$ cat src/rtl/vjtag_gpio_pkg.sv
// vjtag_gpio_pkg: shared register map, address field widths and host FSM states
package vjtag_gpio_pkg;
  localparam int CH_W = 5;
  localparam int REG_W = 3;
  localparam int MAX_CH = 8;
  typedef enum logic [REG_W-1:0] {
    REG_OUT, REG_DIR, REG_IN, REG_SET, REG_CLR, REG_RISE_EN, REG_FALL_EN, REG_STATUS
  } reg_e;
  typedef enum logic {S_IDLE, S_RESP} state_e;
endpackage

$ cat src/rtl/vjtag_gpio_bank_channel.sv
// gpio_channel: one channel's registers, two-flop input synchroniser and edge capture
module gpio_channel
  import vjtag_gpio_pkg::*;
#(
  parameter int DW = 16,
  parameter bit RST_OUT = 1'b0
) (
  input  logic          clk,
  input  logic          rst,
  input  logic          i_we,
  input  reg_e          i_reg,
  input  logic [DW-1:0] i_wdata,
  input  logic [DW-1:0] i_pad,
  output logic [DW-1:0] o_out,
  output logic [DW-1:0] o_oe,
  output logic [DW-1:0] o_rdata,
  output logic          o_pend
);
  logic [DW-1:0] r_out, r_dir, r_rise, r_fall, r_stat, r_s1, r_s2, r_prev;
  logic          r_arm;
  logic [DW-1:0] w_cap, w_clr;
  assign w_cap = r_arm ? ((r_s2 & ~r_prev & r_rise) | (~r_s2 & r_prev & r_fall)) : '0;
  assign w_clr = (i_we && i_reg == REG_STATUS) ? i_wdata : '0;
  assign o_out = r_out;
  assign o_oe = r_dir;
  assign o_pend = |r_stat;
  // register writes, pad sampling and sticky status where a new capture beats W1C
  always_ff @(posedge clk) begin
    if (rst) begin
      r_out <= {DW{RST_OUT}};
      r_dir <= '0;
      r_rise <= '0;
      r_fall <= '0;
      r_stat <= '0;
      r_s1 <= '0;
      r_s2 <= '0;
      r_prev <= '0;
      r_arm <= 1'b0;
    end else begin
      r_s1 <= i_pad;
      r_s2 <= r_s1;
      r_prev <= r_s2;
      r_arm <= 1'b1;
      r_stat <= (r_stat & ~w_clr) | w_cap;
      if (i_we) begin
        case (i_reg)
          REG_OUT:     r_out <= i_wdata;
          REG_SET:     r_out <= r_out | i_wdata;
          REG_CLR:     r_out <= r_out & ~i_wdata;
          REG_DIR:     r_dir <= i_wdata;
          REG_RISE_EN: r_rise <= i_wdata;
          REG_FALL_EN: r_fall <= i_wdata;
          default:     ;
        endcase
      end
    end
  end
  // readback; write-only SET/CLR read as zero
  always_comb begin
    o_rdata = '0;
    case (i_reg)
      REG_OUT:     o_rdata = r_out;
      REG_DIR:     o_rdata = r_dir;
      REG_IN:      o_rdata = r_s2;
      REG_RISE_EN: o_rdata = r_rise;
      REG_FALL_EN: o_rdata = r_fall;
      REG_STATUS:  o_rdata = r_stat;
      default:     o_rdata = '0;
    endcase
  end
endmodule

$ cat src/rtl/vjtag_gpio_bank.sv
// vjtag_gpio_bank: host request/response front end over an array of GPIO channels
module vjtag_gpio_bank
  import vjtag_gpio_pkg::*;
#(
  parameter int NUM_CH = 3,
  parameter int DW = 16,
  parameter bit RST_OUT = 1'b0
) (
  input  logic                 clk,
  input  logic                 rst,
  input  logic                 req_valid,
  output logic                 req_ready,
  input  logic                 req_write,
  input  logic [7:0]           req_addr,
  input  logic [31:0]          req_wdata,
  output logic                 rsp_valid,
  input  logic                 rsp_ready,
  output logic [31:0]          rsp_rdata,
  output logic                 rsp_err,
  output logic [NUM_CH*DW-1:0] gpio_out,
  output logic [NUM_CH*DW-1:0] gpio_oe,
  input  logic [NUM_CH*DW-1:0] gpio_in,
  output logic                 irq
);
  state_e            r_state;
  logic [31:0]       r_rdata;
  logic              r_err, r_irq;
  logic [CH_W-1:0]   w_ch;
  reg_e              w_reg;
  logic              w_acc, w_ok, w_unused;
  logic [DW-1:0]     w_rd;
  logic [DW-1:0]     w_rd_ch [NUM_CH];
  logic [NUM_CH-1:0] w_pend;
  assign w_ch = req_addr[7:REG_W];
  assign w_reg = reg_e'(req_addr[REG_W-1:0]);
  assign w_acc = req_valid && r_state == S_IDLE;
  assign w_ok = w_ch < CH_W'(NUM_CH);
  assign w_unused = ^req_wdata;
  assign req_ready = r_state == S_IDLE;
  assign rsp_valid = r_state == S_RESP;
  assign rsp_rdata = r_rdata;
  assign rsp_err = r_err;
  assign irq = r_irq;
  for (genvar c = 0; c < NUM_CH; c++) begin : g_ch
    gpio_channel #(.DW(DW), .RST_OUT(RST_OUT)) u_ch (
      .clk    (clk),
      .rst    (rst),
      .i_we   (w_acc && req_write && w_ch == CH_W'(c)),
      .i_reg  (w_reg),
      .i_wdata(req_wdata[DW-1:0]),
      .i_pad  (gpio_in[c*DW +: DW]),
      .o_out  (gpio_out[c*DW +: DW]),
      .o_oe   (gpio_oe[c*DW +: DW]),
      .o_rdata(w_rd_ch[c]),
      .o_pend (w_pend[c])
    );
  end
  // select the addressed channel's readback
  always_comb begin
    w_rd = '0;
    for (int c = 0; c < NUM_CH; c++) w_rd = (w_ch == CH_W'(c)) ? w_rd_ch[c] : w_rd;
  end
  // one-outstanding host FSM with registered response and interrupt
  always_ff @(posedge clk) begin
    if (rst) begin
      r_state <= S_IDLE;
      r_rdata <= '0;
      r_err <= 1'b0;
      r_irq <= 1'b0;
    end else begin
      r_irq <= |w_pend;
      if (w_acc) begin
        r_state <= S_RESP;
        r_rdata <= (req_write || !w_ok) ? '0 : 32'(w_rd);
        r_err <= !w_ok;
      end else if (r_state == S_RESP && rsp_ready) begin
        r_state <= S_IDLE;
      end
    end
  end
endmodule

$ cat config.mk
export PLATFORM = sky130hd
export DESIGN_NAME = vjtag_gpio_bank
export DESIGN_NICKNAME = d
export VERILOG_FILES = /design/src/rtl/vjtag_gpio_pkg.sv /design/src/rtl/vjtag_gpio_bank_channel.sv /design/src/rtl/vjtag_gpio_bank.sv
export SDC_FILE = /design/constraint.sdc
export NUM_CORES = 1
export LEC_CHECK = 0
export BUFFER_PORTS_ARGS = -buffer_cell sky130_fd_sc_hd__buf_2
export CORE_ASPECT_RATIO = 1.25
export CORE_MARGIN = 3
export CORE_UTILIZATION = 40
export DETAILED_ROUTE_END_ITERATION = 12
export PLACE_DENSITY = 0.64
export SLEW_MARGIN = 20
export SYNTH_ARGS = -nofsm -noshare
export SYNTH_HDL_FRONTEND = slang
export SYNTH_HIERARCHICAL = 1
export SYNTH_SLANG_ARGS = --single-unit
$ cat constraint.sdc
create_clock -name clk -period 2.5 [get_ports clk]
set_input_delay 0.25 -clock clk [delete_from_list [all_inputs] [get_ports clk]]
set_output_delay 0.25 -clock clk [all_outputs]
set_load 0.01 [all_outputs]
# Word-level counts from Yosys, hierarchy flattened
# Index checks and enable logic that the tools add are counted.
totals:
  register_bits: 420
  out_inout_bits: 132
  elab_cells: 124
op_classes:
  order_cmp: 1
  n_eq_ne: 9
  muxes: 19
  bitwise_logic: 38
  reduce_logical: 28
ops:
  columns: ["op", "count"]
  rows:
  - ["$and A16 B16 Y16", 18]
  - ["$pmux W16 S6", 3]
  - ["$mux W16", 10]
  - ["$not A16 Y16", 10]
  - ["$or A16 B16 Y16", 9]
  - ["$pmux W16 S3", 3]
  - ["$reduce_or A48 Y1", 1]
  - ["$reduce_and A2 Y1", 12]
  - ["$eq A3 B3 Y1 const B", 4]
  - ["$logic_and A1 B1 Y1", 9]
  - ["$eq A3 B2 Y1 const B", 2]
  - ["$eq A5 B1 Y1 const B", 1]
  - ["$eq A5 B2 Y1 const B", 1]
  - ["$logic_not A5 Y1", 1]
  - ["$lt A5 B2 Y1 const B", 1]
  - ["$eq A3 B1 Y1 const B", 1]
  - ["$logic_not A3 Y1", 1]
  - ["$mux W1", 3]
  - ["$reduce_bool A3 Y1", 1]
  - ["$reduce_bool A2 Y1", 1]
  - ["$logic_not A1 Y1", 1]
  - ["$logic_or A1 B1 Y1", 1]
  - ["$not A1 Y1", 1]

# Logic depth before layout (Yosys ltp)
# Gate-level depths: netlist of run 1.
depth:
  ltp_word: 9
  mapped_depth: 11
  depth_no_buf: 6

# Cells and area by module
# The synthesis of run 1 kept the hierarchy.
by_module_without_submodules:
  columns: ["module", "instances", "cells_per_inst", "area_each_um2", "seq_area_each_um2"]
  rows:
  - ["gpio_channel", 3, 607, 5510.3, 2582.5]
  - ["vjtag_gpio_bank", 1, 147, 1224.9, 380.4]

# Worst setup path after synthesis of run 1
# OpenSTA, ideal clock, no wires.
synth_path:
  path_kind: "flip-flop to flip-flop"
  from: "register r_state (netlist: rsp_valid)"
  to: "register g_ch[2].u_ch.r_out[10]"
  setup_ns: 0.059
  t_arrival_ns: 2.035
  t_required_ns: 2.441
  path_slack_ns: 0.406
  path_stages_with_launch: 10
  cell_sequence: "dfxtp_1 nor2b_1 nand4b_1 nor3b_1 buf_6 or3b_1 buf_2 buf_6 nor3b_1 a221o_1"
synth_via:
  elab_chain_len: 5
synth_rtl:
  columns: ["element", "line_no", "rtl"]
  rows:
  - ["start, declared", "vjtag_gpio_bank.sv:25", "state_e r_state;"]
  - ["start signal, assigned", "vjtag_gpio_bank.sv:66", "r_state <= S_IDLE;"]
  - ["start signal, assigned", "vjtag_gpio_bank.sv:73", "r_state <= S_RESP;"]
  - ["start signal, assigned", "vjtag_gpio_bank.sv:77", "r_state <= S_IDLE;"]
  - ["$not A1 Y1", "vjtag_gpio_bank.sv:36", "assign w_acc = req_valid && r_state == S_IDLE;"]
  - ["$logic_and A1 B1 Y1", "vjtag_gpio_bank.sv:36", null]
  - ["$logic_and A1 B1 Y1 (2 in series)", "vjtag_gpio_bank.sv:48", ".i_we (w_acc && req_write && w_ch == CH_W'(c)),"]
  - ["$reduce_and A2 Y1 (no line)", null, null]
  - ["end signal, assigned", "vjtag_gpio_bank_channel.sv:47", "REG_OUT: r_out <= i_wdata;"]
  - ["end signal, assigned", "vjtag_gpio_bank_channel.sv:48", "REG_SET: r_out <= r_out | i_wdata;"]
  - ["end signal, assigned", "vjtag_gpio_bank_channel.sv:49", "REG_CLR: r_out <= r_out & ~i_wdata;"]
  - ["end, declared", "vjtag_gpio_bank_channel.sv:19", "logic [DW-1:0] r_out, r_dir, r_rise, r_fall, r_stat, r_s1, r_s2, r_prev;"]
# No other way between the ends.
# A chain may end at the register's enable or synchronous reset.

# Worst setup path in the final report of run 1
layout_path:
  from: "register r_state (netlist: rsp_valid)"
  to: "register g_ch[2].u_ch.r_out[9]"
# Same word-level chain as after synthesis.

==> flow_metrics.tcl, run 1 <==
set metrics [dict create \
    final_common_cell "nand2_1" \
    clk_pin_slew_ps 60 \
    h-tree-depth 2 \
    power_leakage_nw 7.81 \
    synthAdderAreaFrac_pct 0 \
    synth_edf_count 0 \
    synthArstFlopShare_pct 0 \
    status "finished clean" \
    p_sw_w 0.00331 \
    syn_area_sq_mm 0.0178 \
    wl_per_cell_um 22.0 \
    rr_startpoint "rsp_valid" \
    seqPwrFrac_pct 47.3 \
    worstPathMaxFanout 16 \
    final_cell_mix "418 x nand2_1, 406 x dfxtp_1, 200 x nor2b_1, 188 x buf_2, 157 x a21oi_1" \
    nets 2269 \
    min_path_type "primary input to register" \
    clockPowerShare_pct 46.0 \
    grt_pass1_vias 15300 \
    tightest_slew_ps 782 \
    placed_cell_area_sq_mm 0.0192 \
    portBuffers 192 \
    p_int_w 0.0107 \
    layout-drive-gt1-share_pct 18.9 \
    worstSetupPathType "register to register" \
    die_area_sq_mm 0.0470 \
    core_area_sq_mm 0.0435 \
    numCtsBuffers 43 \
    ir_drop_v 0.000726 \
    synth-compound-area-share_pct 19.6 \
    yosys_warnings 6 \
    track_usage_pct 24.8 \
    synth_cell_types 58 \
    std_cell_rows 85 \
    syn_to_final_growth_pct 18.9 \
    grt.overflow.total 0 \
    grt_max_degree 111 \
    timing.fmax_mhz 432 \
    postCtsSetupBuffers 0 \
    crit_start "rsp_valid" \
    holdWs_ps 66.2 \
    worstHoldStart "rst" \
    maxCapViolations 0 \
    cp.required_ps 2950 \
    cts_buffer_depth 3 \
    fin_crit_sh_pct 92.6 \
    min_period_ps 2320 \
    synth_xor_area_share_pct 0.465 \
    drc 0 \
    setup_tns_ps 0 \
    die_h_um 242 \
    start_util_pct 40.8 \
    rsz0062_at_grt "false" \
    critPathCaptureType "register" \
    die_width_um 194 \
    via_per_inst 5.72 \
    insertion_delay_ps 570 \
    ant_nets 0 \
    fin_skew_ps 16.8 \
    cp.arrival_ps 2770 \
    design_area_sq_mm 0.0211 \
    root_buffer "clkbuf_16" \
    yosys-mux-area-fraction_pct 2.64 \
    dr.pass1.iters 5 \
    combinationalPowerShare_pct 6.7 \
    yosys.area_share.simple_pct 25.7 \
    grt_pass1_wl_mm 92.7 \
    drv_slew 0 \
    avgSynthCellArea_sq_um 9.02 \
    cp-start-kind "register" \
    yosys_register_bits 406 \
    antenna_found_initial 1 \
    synth_top_family_by_area "simple AND/OR/NAND/NOR gates" \
    drt_wl_total_mm 60.9 \
    hpwl_mm 41.9 \
    finalHoldViolations 0 \
    synth_cells 1968 \
    cts_resized 0 \
    slew_headroom_pct 47.5 \
    io_pins 225 \
    drt_iter0_drc 1531 \
    finalSetupViolations 0 \
    routabilityCongestion 0.908 \
    ys.flop_type "dfxtp_1" \
    ys_seq_area_share_pct 45.8 \
    powerDensity_mw_per_mm2 665 \
    clock-sinks 406 \
    sw_frac_of_total_pct 23.6 \
    num_vias 15900 \
    cts_tree "done" \
]
-- logic make-up after synthesis --
group	after synthesis
AND/OR/NAND/NOR	861
XOR/XNOR	3
other	1
multiplexers	42
buffers and inverters	182
AO/OA/AOI/OAI	473
flip-flops	406
-- path summary, 6_finish.rpt --
check                           slack (ps)  cells after the start                 endpoint
worst max register to register         180                      8    g_ch[2].u_ch/o_out[9]
worst min-delay path                    70                      2  g_ch[1].u_ch/r_prev[15]
worst min register to register         430                      1     g_ch[1].u_ch/r_s2[2]
worst max-delay path                   180                      8    g_ch[2].u_ch/o_out[9]
-- power groups by stage --
stage	Sequential (W)	Clock [W]	Combinational [W]
final	0.00664	0.00645	0.000941
after detailed placement	0.00678	0	0.000865
after global routing	0.00664	0.00682	0.000995
after CTS	0.00664	0.00656	0.000928
after floorplan	0.00675	0	0.000522
after global placement	0.00678	0	0.000851
-- metal layers --
metal  global-route usage (%)  part of all wire, %  vias to the layer above
met1                     30.9                   40                     7655
met2                     41.3                   47                      689
met4                     13.0                  5.3                        0
met5                        0                    0                        -
li1                         -                    -                     7373
met3                     4.04                  7.0                      149
-- cells in the mapped netlist (7+ instances only) --
cell type,count,area share (%)
nand2_1,418,8.8
dfxtp_1,406,46
nor2b_1,200,7.0
a21oi_1,157,4.4
a22oi_1,78,3.3
clkbuf_1,67,1.4
a32o_1,64,3.6
nor3b_1,49,2.1
a221o_1,48,2.7
nand3b_1,48,2.0
o21ai_0,48,1.4
nor2_1,44,0.93
buf_2,41,1.2
mux2_2,39,2.5
buf_4,26,1.1
buf_6,25,1.6
nand3_1,21,0.59
a32oi_1,18,0.89
o221ai_1,15,0.74
o2bb2ai_1,15,0.74
a221oi_1,12,0.59
nor4_1,12,0.42
inv_1,7,0.15
-- per-stage QoR --
step	cells	utilization, %	worst slack (ps)	total power, W
2_1_floorplan	1983	-	406	0.00727
3_3_place_gp	2646	44.1	161	0.00763
3_5_place_dp	2646	44.1	146	0.00764
4_1_cts	2772	48.5	207	0.0141
5_1_grt	2773	48.5	16.8	0.0145
6_report	2773	48.5	184	0.0140
-- state kept, by name, indices dropped and copies added, names as in the netlist, 48 cells and up --
register          cells
g_ch.u_ch/r_fall     48
g_ch.u_ch/o_out      48
g_ch.u_ch/r_s1       48
g_ch.u_ch/r_prev     48
g_ch.u_ch/r_stat     48
g_ch.u_ch/o_oe       48
g_ch.u_ch/r_rise     48
g_ch.u_ch/r_s2       48
-- worst max-delay path, cell delays in order, from the launching register on --
cell      delay [ps]
dfxtp_1          350
nor2b_1          170
nand4b_1         310
nor3b_1          270
buf_4            200
and4b_4          260
a211oi_4          40
buf_4            220
a221o_1          370
-- timing repair --
| action | 4_1_cts | 5_1_grt |
|---|---|---|
| endpoints found under the setup margin | 0 | 0 |
| endpoints found under the hold margin | 49 | 0 |
| hold buffers | 50 | 0 |
-- layout make-up --
| cell class | count | area, sq um |
|---|---|---|
| antenna | 1 | 2.50 |
| clock buffer | 63 | 1300 |
| clock inverter | 13 | 125 |
| fill | 4114 | 22400 |
| inverter | 10 | 37.5 |
| multi-input combinational | 1395 | 8640 |
| sequential | 406 | 8130 |
| tap | 565 | 707 |
| timing repair buffer | 320 | 2160 |
No activity file was read; power rests on OpenSTA's default activity.
==> run 2: changes to the inputs <==
--- a/config.mk
+++ b/config.mk
@@ -8,9 +8,9 @@
 export BUFFER_PORTS_ARGS = -buffer_cell sky130_fd_sc_hd__buf_2
 export CORE_ASPECT_RATIO = 1.25
 export CORE_MARGIN = 3
-export CORE_UTILIZATION = 40
+export CORE_UTILIZATION = 45
 export DETAILED_ROUTE_END_ITERATION = 12
-export PLACE_DENSITY = 0.64
+export PLACE_DENSITY = 0.7
 export SLEW_MARGIN = 20
 export SYNTH_ARGS = -nofsm -noshare
 export SYNTH_HDL_FRONTEND = slang
==> flow_metrics.tcl, run 2 (synthesis gave the netlist of run 1 again) <==
set metrics [dict create \
    die_area_sq_mm 0.0419 \
    finalHoldViolations 0 \
    slowest_delay_ps 510 \
    layout-drive-gt1-share_pct 18.7 \
    worstPathMaxFanout 16 \
    slew_headroom_pct 43.2 \
    grt_use_met3_pct 4.38 \
    diodes 0 \
    powerDensity_mw_per_mm2 666 \
    drv_slew 0 \
    dr.pass1.iters 6 \
    wl_per_cell_um 22.1 \
    std_cell_rows 80 \
    worstSetupPathType "register to register" \
    grt-busiest-layer "met2" \
    die_width_um 184 \
    grt.overflow.total 0 \
    final_common_cell "nand2_1" \
    grt_pass1_wl_mm 90.2 \
    drt_wl_total_mm 59.6 \
    critPathCaptureType "register" \
    fin_skew_ps 18.0 \
    routabilityCongestion 0.932 \
    syn_to_final_growth_pct 18.1 \
    min_period_ps 2240 \
    setup_tns_ps 0 \
    core_area_sq_mm 0.0385 \
    design_area_sq_mm 0.0210 \
    hpwl_mm 41.0 \
    met1_usage_pct 35.2 \
    fin_crit_sh_pct 89.6 \
    cts_buffer_depth 3 \
    ir_drop_v 0.000511 \
    portBuffers 192 \
    ant_nets 0 \
    stdcell_count 2693 \
    crit_family "simple AND/OR/NAND/NOR gates" \
    clock-sinks 406 \
    clk_pin_slew_ps 60 \
    num_vias 15900 \
    min_path_type "primary input to register" \
    numCtsBuffers 41 \
    track_usage_pct 27.3 \
    crit_slowest_cell "or3b_4" \
    cp-start-kind "register" \
    drt_iter0_drc 1639 \
    post-place-cells 2569 \
    cts_tree "done" \
    cp_cell_sequence "nor2b_1 -> nand4b_1 -> nor3b_1 -> buf_4 -> or3b_4 -> nor3b_1 -> a221o_1" \
    rsz0062_at_grt "false" \
    finalSetupViolations 0 \
    grt_max_degree 113 \
    start_util_pct 46.1 \
    pre_cts_ws_ps 1.30 \
    power_w 0.0140 \
    cp_num_buf_inv 1 \
    cp.required_ps 3000 \
    timing.fmax_mhz 447 \
    grt_use_met2_pct 44.2 \
    root_buffer "clkbuf_16" \
    via_per_inst 5.91 \
    placed_cell_area_sq_mm 0.0191 \
    insertion_delay_ps 560 \
    status "finished clean" \
    power_leakage_nw 7.77 \
    grt_pass1_vias 15300 \
    fin_ws_ps 261 \
    antenna_found_initial 0 \
    die_h_um 228 \
    cpMostUsedCell "nor3b_1" \
    io_pins 225 \
    tightest_slew_ps 850 \
    nets 2263 \
    drc 0 \
    maxCapViolations 0 \
    h-tree-depth 2 \
    cp.arrival_ps 2740 \
    final_cell_mix "418 x nand2_1, 406 x dfxtp_1, 200 x nor2b_1, 188 x buf_2, 157 x a21oi_1" \
]
## run 2: per-stage QoR
stage | hold WS [ps] | utilization, %
final | 96.9 | 54.4
after detailed placement | 422 | 49.5
after CTS | 93.9 | 54.4
after floorplan | 322 | -
after global routing | 113 | 54.4
after global placement | 419 | 49.5
## run 2: power by group
part | switching, W | total (W) | internal [W]
Sequential | 0.0000646 | 0.00663 | 0.00657
Combinational | 0.000609 | 0.000938 | 0.000329
Clock | 0.00261 | 0.00640 | 0.00379
Total | 0.00329 | 0.0140 | 0.0107
## run 2: area by class of cell
class | count | area (sq um)
Fill cell | 3469 | 17600
Sequential cell | 406 | 8130
Timing Repair Buffer | 316 | 2150
Tap cell | 492 | 616
Multi-Input combinational cell | 1395 | 8640
Clock buffer | 62 | 1260
Inverter | 10 | 37.5
Clock inverter | 12 | 145
## run 2: per-layer routing
metal / share of wire, % / wire (um)
met2: 47 / 27700
met4: 5.3 / 3160
met1: 41 / 24200
met5: 0 / 0
met3: 7.6 / 4520
## run 2: worst paths after layout
kind | startpoint | to | slack, ps | cells after the start
worst min register to register | g_ch[2].u_ch/r_s1[3] | g_ch[2].u_ch/r_s2[3] | 430 | 1
worst max-delay path | rsp_valid | g_ch[2].u_ch/o_out[3] | 260 | 7
worst max register to register | rsp_valid | g_ch[2].u_ch/o_out[3] | 260 | 7
worst min-delay path | rst | g_ch[0].u_ch/r_s1[12] | 100 | 2
## run 2: repair_timing
item	4_1_cts	5_1_grt
gates resized for setup	0	2
buffers inserted	0	0
hold buffers	50	0
endpoints found under the setup margin	0	16
endpoints found under the hold margin	49	0
==> run 3: changes to the inputs <==
--- a/config.mk
+++ b/config.mk
@@ -5,6 +5,7 @@
 export SDC_FILE = /design/constraint.sdc
 export NUM_CORES = 1
 export LEC_CHECK = 0
+export ABC_AREA = 1
 export BUFFER_PORTS_ARGS = -buffer_cell sky130_fd_sc_hd__buf_2
 export CORE_ASPECT_RATIO = 1.25
 export CORE_MARGIN = 3
==> flow_metrics.tcl, run 3 <==
set metrics [dict create \
    status "finished clean" \
    ys.flop_type "dfxtp_1" \
    grt_max_degree 87 \
    timing.fmax_mhz 517 \
    min_period_ps 1930 \
    yosys-mux-area-fraction_pct 0 \
    synthAdderAreaFrac_pct 0 \
    maxCapViolations 0 \
    slew_headroom_pct 41.2 \
    grt_pass1_vias 15800 \
    h-tree-depth 2 \
    cp.required_ps 2970 \
    worstSetupPathType "register to register" \
    cp.arrival_ps 2400 \
    die_width_um 181 \
    r2r_end "g_ch[2].u_ch/o_oe[8]" \
    dr.pass1.iters 8 \
    synth_commonest_cells "442 x nand2_1, 406 x dfxtp_1, 343 x inv_1" \
    yosys_register_bits 406 \
    die_h_um 224 \
    numCtsBuffers 42 \
    min_path_type "primary input to register" \
    nets 2717 \
    portBuffers 192 \
    clk_pin_slew_ps 60 \
    yosys.area.top_type "dfxtp_1" \
    avgSynthCellArea_sq_um 7.13 \
    diodes 0 \
    start_util_pct 45.8 \
    rr_worst_depth 8 \
    track_usage_pct 26.8 \
    clock-sinks 406 \
    io_pins 225 \
    drc 0 \
    tightest_slew_ps 881 \
    syn_area_sq_mm 0.0172 \
    rr_startpoint "rsp_valid" \
    cts_buffer_depth 3 \
    root_buffer "clkbuf_16" \
    min_path_cells 5 \
    insertion_delay_ps 560 \
    grt.overflow.total 0 \
    r2r_slack_ps 570 \
    rsz0062_at_grt "false" \
    setup_tns_ps 0 \
    crit_family "simple AND/OR/NAND/NOR gates" \
    drt_iter0_drc 1809 \
    cp_num_buf_inv 2 \
    hpwl_mm 38.9 \
    ir_drop_v 0.000502 \
    ys_top_cells_by_area "dfxtp_1 47%, nand2_1 9.7%, o21ai_0 7.8%" \
    slowest_delay_ps 350 \
    critPathCaptureType "register" \
    finalHoldViolations 0 \
    layout-drive-gt1-share_pct 13.7 \
    fin_util_pct 54.9 \
    cpMostUsedCell "nor2_2" \
    ant_nets 0 \
    synthArstFlopShare_pct 0 \
    whs_endpoint "rsp_err" \
    synth_cells 2408 \
    core_area_sq_mm 0.0375 \
    num_vias 16800 \
    postCtsSetupBuffers 0 \
    drt_wl_total_mm 56.9 \
    synth_top_family_by_area "simple AND/OR/NAND/NOR gates" \
    synth_top_area_share_pct 47.3 \
    syn_to_final_growth_pct 19.9 \
    fin_skew_ps 24.4 \
    drv_slew 0 \
    powerDensity_mw_per_mm2 692 \
    std_cell_rows 79 \
    worstPathMaxFanout 32 \
    routabilityCongestion 0.944 \
    synth_xor_area_share_pct 0 \
    die_area_sq_mm 0.0405 \
    wl_per_cell_um 18.1 \
    yosys_warnings 6 \
    synth_cell_types 30 \
    via_per_inst 5.34 \
    yosys.area_share.simple_pct 22.0 \
    cp_cell_sequence "nor2_2 -> nand2_1 -> nor2_1 -> inv_1 -> nor2_2 -> buf_4 -> o21ai_0 -> a21oi_1" \
    crit_slowest_cell "nor2_1" \
    postCtsHoldBufs 49 \
    cts_resized 0 \
    finalSetupViolations 0 \
    fin_crit_sh_pct 77.3 \
    final_common_cell "nand2_1" \
    grt_pass1_wl_mm 87.1 \
    cts_tree "done" \
    synth-compound-area-share_pct 18.5 \
    ys_seq_area_share_pct 47.3 \
    synth_most_common_cell "nand2_1" \
    final_cell_mix "442 x nand2_1, 406 x dfxtp_1, 343 x inv_1, 267 x o21ai_0, 258 x a21oi_1" \
    antenna_found_initial 0 \
    power_leakage_nw 8.80 \
    worstHoldStart "req_valid" \
    cp-start-kind "register" \
    synth_edf_count 0 \
]
[run 3: cell count changes after synthesis, moves of 54 or more]
cell / change
a21oi_1: +101
a22oi_1: -63
a32o_1: -64
inv_1: +336
nand3_1: +136
nand4_1: +54
nor2_1: +161
nor2b_1: -200
o21ai_0: +219
[run 3: cells by family (layout without fill, tap and decap cells)]
logic type | Yosys count | in the layout
and+or+nand+nor | 890 | 890
AOI/OAI and AO/OA | 606 | 606
buffers and inverters | 505 | 737
DFF | 406 | 406
other | 1 | 16
[run 3: per-stage QoR]
| step | cell area, sq um | power [W] | setup slack [ps] | cells | hold slack [ps] |
|---|---|---|---|---|---|
| 6_report | 20600 | 0.0142 | 567 | 3141 | 78.8 |
| 5_1_grt | 20600 | 0.0147 | 349 | 3141 | 109 |
| 4_1_cts | 20600 | 0.0143 | 567 | 3141 | 54.6 |
| 3_5_place_dp | 18600 | 0.00769 | 360 | 3017 | 394 |
| 3_3_place_gp | 18600 | 0.00767 | 333 | 3017 | 392 |
| 2_1_floorplan | 17200 | 0.00732 | 771 | 2423 | 357 |
[run 3: metal layers]
metal	vias up	GRT usage [%]	routed length, um
li1	8180	-	-
met1	7607	33.6	22200
met2	826	43.0	25700
met3	156	5.16	5360
met4	0	16.3	3700
met5	-	0	0
[run 3: worst max path at each step]
stage | startpoint | end | cells after the start
final | rsp_valid | g_ch[2].u_ch/o_oe[8] | 8
after global routing | rsp_valid | g_ch[1].u_ch/o_oe[6] | 8
after CTS | rsp_valid | g_ch[0].u_ch/r_stat[9] | 7
after detailed placement | req_addr[0] | rsp_rdata[5] | 14
after global placement | req_addr[0] | rsp_rdata[5] | 14
after floorplan | req_addr[6] | g_ch[2].u_ch/o_out[0] | 10
[run 3: final cells by class]
type	count	area, sq um
clock buffers	58	1210
repair buffers	302	2020
inverters	360	1350
clock inverters	17	248
fillers	3551	16900
well taps	486	608
multi-input cells	1512	7020
flip-flops and latches	406	8130
[run 3: power breakdown]
| group | internal [W] | switching, W |
|---|---|---|
| registers | 0.00660 | 0.0000846 |
| logic | 0.000287 | 0.000653 |
| clock network | 0.00401 | 0.00260 |
| total | 0.0109 | 0.00334 |
[run 3: worst register-to-register path: stages, from the launching register on]
cell and delay (ps):
dfxtp_1 330, nor2_2 180, nand2_1 180, nor2_1 360, inv_1 140, nor2_2 120
buf_4 290, o21ai_0 140, a21oi_1 140
